### src/rtl/comp.sv
// ---------------------------------------------------------------------------
// comp -- registered magnitude comparator built on a two-level carry-lookahead
// subtractor.  Computes D = A + ~B + 1 and registers:
//   zero : D == 0          (A equals B)
//   cout : carry-out       (A >= B, unsigned)
//   sign : D[WIDTH-1]
// Optional feature macro COMP_OVF_EN adds two more registered outputs:
//   ovf  : signed overflow of A - B
//   slt  : signed A < B
// WIDTH must be a multiple of 4 in the range 4..64.
// ---------------------------------------------------------------------------
module comp #(
    parameter int WIDTH = 32
) (
    input  logic             clk,
    input  logic             rst,
    input  logic [WIDTH-1:0] data1,
    input  logic [WIDTH-1:0] data2,
    output logic             zero,
    output logic             cout,
    output logic             sign
`ifdef COMP_OVF_EN
    ,
    output logic             ovf,
    output logic             slt
`endif
);

    // Number of 4-bit lookahead groups.
    localparam int NG = WIDTH / 4;

    // Inverted subtrahend and per-bit generate/propagate.
    logic [WIDTH-1:0] b_inv;
    logic [WIDTH-1:0] bit_g;
    logic [WIDTH-1:0] bit_p;

    // Group generate/propagate and carries into each group.
    logic [NG-1:0]    grp_g;
    logic [NG-1:0]    grp_p;
    logic [NG:0]      grp_c;

    // Carry into every bit position; carry[WIDTH] is the carry-out.
    logic [WIDTH:0]   carry;

    // Difference A - B.
    logic [WIDTH-1:0] diff;

    // Per-bit generate/propagate of A + ~B.
    always_comb begin
        b_inv = ~data2;
        bit_g = data1 & b_inv;
        bit_p = data1 ^ b_inv;
    end

    // Group generate/propagate for each 4-bit slice.
    always_comb begin
        grp_g = '0;
        grp_p = '0;
        for (int g = 0; g < NG; g++) begin
            grp_g[g] = bit_g[4*g+3]
                     | (bit_p[4*g+3] & bit_g[4*g+2])
                     | (bit_p[4*g+3] & bit_p[4*g+2] & bit_g[4*g+1])
                     | (bit_p[4*g+3] & bit_p[4*g+2] & bit_p[4*g+1] & bit_g[4*g]);
            grp_p[g] = bit_p[4*g+3] & bit_p[4*g+2] & bit_p[4*g+1] & bit_p[4*g];
        end
    end

    // Second-level lookahead: each group carry is a flat sum of products of
    // group generates/propagates and the constant carry-in of 1 that turns
    // ~B into -B.
    always_comb begin : group_lookahead
        logic acc;
        logic term;
        grp_c    = '0;
        grp_c[0] = 1'b1;
        acc      = 1'b0;
        term     = 1'b0;
        for (int i = 0; i < NG; i++) begin
            acc = 1'b1;
            for (int j = 0; j <= i; j++) begin
                acc = acc & grp_p[j];
            end
            for (int j = 0; j <= i; j++) begin
                term = grp_g[j];
                for (int k = j + 1; k <= i; k++) begin
                    term = term & grp_p[k];
                end
                acc = acc | term;
            end
            grp_c[i+1] = acc;
        end
    end

    // First-level lookahead: carries inside each group derived from the
    // group carry-in and the bit generates/propagates of that group.
    always_comb begin : bit_lookahead
        logic acc;
        logic term;
        carry    = '0;
        acc      = 1'b0;
        term     = 1'b0;
        for (int g = 0; g < NG; g++) begin
            carry[4*g] = grp_c[g];
            for (int k = 1; k < 4; k++) begin
                acc = grp_c[g];
                for (int j = 0; j < k; j++) begin
                    acc = acc & bit_p[4*g+j];
                end
                for (int j = 0; j < k; j++) begin
                    term = bit_g[4*g+j];
                    for (int m = j + 1; m < k; m++) begin
                        term = term & bit_p[4*g+m];
                    end
                    acc = acc | term;
                end
                carry[4*g+k] = acc;
            end
        end
        carry[WIDTH] = grp_c[NG];
    end

    // Sum bits of the subtraction.
    always_comb begin
        diff = bit_p ^ carry[WIDTH-1:0];
    end

    // Output registers; reset clears every flag immediately.
    always_ff @(posedge clk or posedge rst) begin
        if (rst) begin
            zero <= 1'b0;
            cout <= 1'b0;
            sign <= 1'b0;
`ifdef COMP_OVF_EN
            ovf  <= 1'b0;
            slt  <= 1'b0;
`endif
        end else begin
            zero <= ~|diff;
            cout <= carry[WIDTH];
            sign <= diff[WIDTH-1];
`ifdef COMP_OVF_EN
            ovf  <= carry[WIDTH-1] ^ carry[WIDTH];
            slt  <= diff[WIDTH-1] ^ (carry[WIDTH-1] ^ carry[WIDTH]);
`endif
        end
    end

endmodule

### config.mk
export PLATFORM = sky130hd
export DESIGN_NAME = comp
export DESIGN_NICKNAME = d
export VERILOG_FILES = /design/src/rtl/comp.sv
export SDC_FILE = /design/constraint.sdc
export NUM_CORES = 1
export LEC_CHECK = 0
export BUFFER_PORTS_ARGS = -buffer_cell sky130_fd_sc_hd__buf_4
export CAP_MARGIN = 10
export CORE_MARGIN = 1
export CORE_UTILIZATION = 52
export CTS_CLUSTER_DIAMETER = 100
export DETAILED_ROUTE_END_ITERATION = 10
export PLACE_DENSITY = 0.85
export SETUP_SLACK_MARGIN = 0.4
export SYNTH_ARGS = -nofsm -noshare
export SYNTH_HDL_FRONTEND = slang
export SYNTH_SLANG_ARGS = --single-unit
### constraint.sdc
create_clock -name clk -period 0.8 [get_ports clk]
set_input_delay 0.16 -clock clk [delete_from_list [all_inputs] [get_ports clk]]
set_output_delay 0.16 -clock clk [all_outputs]
set_load 0.01 [all_outputs]
==> results.cfg, run 1 <==
[status]
status = stopped before the end
failing_step = clock tree synthesis (4_1_cts)
first-error = [ERROR DPL-0038] Utilization greater than 100%, impossible to legalize

[clocking]
ctsResizeCount = 79
cts_buffer_depth = 2
cts_max_level = 1
cts_setup_buffers = 12
cts-buffers-inserted = 3
cts-root-buf = clkbuf_4
cts_num_sinks = 3

[floorplan]
io_pins = 69
row_count = 19
initial_core_util_pct = 55.98
die_height_um = 56.95
die_w_um = 56.95

[synth]
yosys_warnings = 0
synth_top_cell_by_area = ha_1
ys_ff_latch = 3
seq_area_frac_synth_pct = 4.781
synthCells = 208
yosys.cell_types.count = 30
syn-num-nets = 320
syn_avg_cell_area_um2 = 7.549
synth_area_leaders = ha_1 31%, inv_1 12%, fa_1 8.9%, xor2_1 5.6%, xnor2_1 5.0%
syn_area_um2 = 1570
synth.top_cell.area_share_pct = 31.08

[placed_design]
placedCellCount = 359
io_buffer_count = 68
hpwl_mm = 5.934
place_congestion = 0.8514
## cell families after synthesis
kind of cell	Yosys count	share of synthesized area (%)
buffers and inverters	49	11.71
AO/OA/AOI/OAI	48	18.33
adder cells (fa/ha/maj)	46	40.00
AND/OR/NAND/NOR	43	14.58
XOR/XNOR	19	10.60
flip-flops	3	4.781
## synthesized netlist by cell type (all sizes together)
| cell type | count |
|---|---|
| a22oi | 1 |
| o21bai | 1 |
| nor2 | 8 |
| nor3 | 4 |
| nand3 | 1 |
| and4 | 1 |
| a21o | 8 |
| ha | 39 |
| or2 | 1 |
| dfrtp | 3 |
| o21ai | 15 |
| xnor2 | 9 |
| a31oi | 1 |
| nand2 | 10 |
| fa | 7 |
| a211oi | 1 |
| or4 | 1 |
| xor2 | 10 |
| nand2b | 5 |
| inv | 49 |
| nor4 | 4 |
| a221oi | 1 |
| nand4 | 7 |
| a21oi | 16 |
| o21a | 4 |
| and2b | 1 |
## metrics by stage
stage                     instance area, µm²  worst slack, ps  utilization [%]  hold slack (ps)
after global placement                  2724            -2123            97.10            34.10
after detailed placement                2724            -2370            97.10            47.70
after floorplan                         1784            -1735                -           -86.36
==> run 2, diff against run 1 <==
--- a/config.mk
+++ b/config.mk
@@ -8,11 +8,9 @@
 export BUFFER_PORTS_ARGS = -buffer_cell sky130_fd_sc_hd__buf_4
 export CAP_MARGIN = 10
 export CORE_MARGIN = 1
-export CORE_UTILIZATION = 52
-export CTS_CLUSTER_DIAMETER = 100
+export CORE_UTILIZATION = 40
 export DETAILED_ROUTE_END_ITERATION = 10
-export PLACE_DENSITY = 0.85
-export SETUP_SLACK_MARGIN = 0.4
+export PLACE_DENSITY_LB_ADDON = 0.15
 export SYNTH_ARGS = -nofsm -noshare
 export SYNTH_HDL_FRONTEND = slang
 export SYNTH_SLANG_ARGS = --single-unit
==> run 2 against run 1 <==
  * Synthesized cell count unchanged
  * Synthesized area did not move
  * The flow now finishes, with violations (setup timing)
==> results.cfg, run 2 <==
[sta]
max_slew_margin_pct = 80.96
timing.hold.ws_ps = 293.1
finalCritPeriodShare_pct = 324.1
finalHoldViolations = 0
slew_violations = 0
finalSetupViolCount = 6
rsz0062_at_grt = true
layout_setup_ws_ps = -1793
fmax_mhz = 385.7
period_needed_ps = 2593
worst_pin_slew_ps = 282.6

[final_layout]
fin_util_pct = 81.52
drive_above_1_share_pct = 55.46
reg.largest.list = cout x1, sign x1, zero x1
layout_common_cells = 119 x buf_4, 41 x inv_1, 23 x ha_1
nNetsFinal = 452
area_growth_pct = 92.91
final_common_cell = buf_4
n_antenna_cell = 0

[route]
drt_first_pass_iters = 4
drt-initial-drc-count = 29
drcViolationCount = 0
avgRoutedWirePerCell_um = 11.88
wirelength_mm = 4.599
viasPerCell = 4.798
dr_total_vias = 1857
antenna_left = 0

[status]
status = finished, violations left
violations = setup timing

[placed_design]
hpwl_mm = 3.746
io_buffer_count = 68
place_congestion = 0.8179

[floorplan]
initial_core_util_pct = 42.26
dieArea_um2 = 4180
die_height_um = 64.66
row_count = 22
io_pins = 69
coreArea_um2 = 3716
die_w_um = 64.66

[clocking]
cts-buffers-inserted = 3
clkTransAtPathRegs_ps = 30
cts_tree = done
cts_num_sinks = 3
cts_max_level = 1
cts_buffer_depth = 2
cts-root-buf = clkbuf_8

[global_routing]
grt_first_pass_wirelength_mm = 7.576
gr-total-overflow = 0
antenna_found_initial = 0
grt_pass1_vias = 1893
grt_usage_pct = 23.07
grt_max_degree = 5

[worst_setup_path]
path_cells = buf_8, inv_12, ha_4, o21ai_4, a221oi_2, o21ai_2, nand2b_1, a21o_1, a21oi_1, fa_1, nand4_1, nor4_2, nand4_1, nor4_2
crit_slowest_cell = fa_1
worstSetupPathType = input port to register
endpoint_kind = register
start_kind = input port
crit_arrival_ps = 2710
cp_slowest_stage_delay_ps = 500
crit_fanout = 4
crit_required_ps = 920

[run]
max_cap_viol_count = 0

[synth]
synth.top_cell.area_share_pct = 31.08
synth_area_leaders = ha_1 31%, inv_1 12%, fa_1 8.9%, xor2_1 5.6%, xnor2_1 5.0%
syn_area_um2 = 1570
synth_top_cell_by_area = ha_1
async_flop_share_pct = 100.0
synth_edf_count = 0
ys_top_cells_by_count = 49 x inv_1, 39 x ha_1, 15 x a21oi_1, 12 x o21ai_0
ys_ff_latch = 3
syn-num-nets = 320
yosysMostFrequentCell = inv_1
yosys.cell_types.count = 30
seq_area_frac_synth_pct = 4.781
syn_avg_cell_area_um2 = 7.549
yosys_warnings = 0
synthCells = 208
ys.flop_type = dfrtp_1

[hold_path]
min_path_type = input port to register

[power]
power_density_nw_per_um2 = 887.3
irDropWorstVdd_uv = 445.3
power_leakage_uw = 0.001573
==> run 2: logic make-up (layout without fill, tap and decap cells) <==
group | after synthesis | after routing | synth area share, %
AND/OR/NAND/NOR | 43 | 43 | 14.58
adder cells (fa/ha/maj) | 46 | 46 | 40.00
AO/OA/AOI/OAI | 48 | 48 | 18.33
XOR/XNOR | 19 | 19 | 10.60
flip-flops | 3 | 3 | 4.781
buffers and inverters | 49 | 180 | 11.71
==> run 2: report_power, final <==
part	leakage [µW]	internal, µW	total, µW	switching, µW
Combinational	0.00151	1170	2070	901
Clock	0.0000228	340	442	102
Sequential	0.0000378	170	177	7.20
Total	0.00157	1680	2690	1010
==> run 2: worst paths after layout <==
check                      startpoint  endpoint  cells after the start
min in group asynchronous         rst      cout                      3
min                         data1[31]      cout                      4
max                          data2[0]      zero                     14
max in group asynchronous         rst      zero                      3
==> run 2: worst max-delay path, delay by kind of cell <==
kind,cells,cell delay (ps)
compound gates,5,790
fa+ha+maj,2,770
simple gates,5,890
buf+inv,2,120
==> run 2: timing repair <==
item                                   CTS  global route
hold buffers                             1             0
pin swaps                               15             7
buffers inserted                         3             1
resized for setup                       34            11
endpoints found under the hold margin    3             0
setup endpoints to repair                6             6
==> run 2: area by class of cell <==
| class | instances | area (µm²) |
|---|---|---|
| multi-input cells | 156 | 1664 |
| inverters | 49 | 198.9 |
| flip-flops and latches | 3 | 75.07 |
| clock buffers | 4 | 45.04 |
| fillers | 234 | 686.9 |
| well taps | 48 | 60.06 |
| repair buffers | 127 | 985.9 |
==> run 2: layer usage <==
| metal | wire, µm | GRT usage, % | vias up |
|---|---|---|---|
| met1 | 1935 | 25.21 | 833 |
| met3 | 144 | 1.761 | 10 |
| met5 | 0 | 0 | - |
| li1 | - | - | 961 |
| met2 | 2419 | 46.18 | 53 |
| met4 | 100 | 6.944 | 0 |
==> run 2: metrics by stage <==
| step | worst slack [ps] | total power, µW | std cells | instance area [µm²] | TNS, ps |
|---|---|---|---|---|---|
| after detailed placement | -2135 | 2013 | 380 | 2775 | -4664 |
| after global routing | -2020 | 2917 | 387 | 3029 | -4368 |
| after CTS | -1772 | 2635 | 387 | 2988 | -3826 |
| after global placement | -2119 | 1971 | 380 | 2775 | -4613 |
| after floorplan | -1735 | 1139 | 208 | 1784 | -3448 |
| final | -1793 | 2688 | 387 | 3029 | -3846 |
Power figures use the tool's default switching activity.
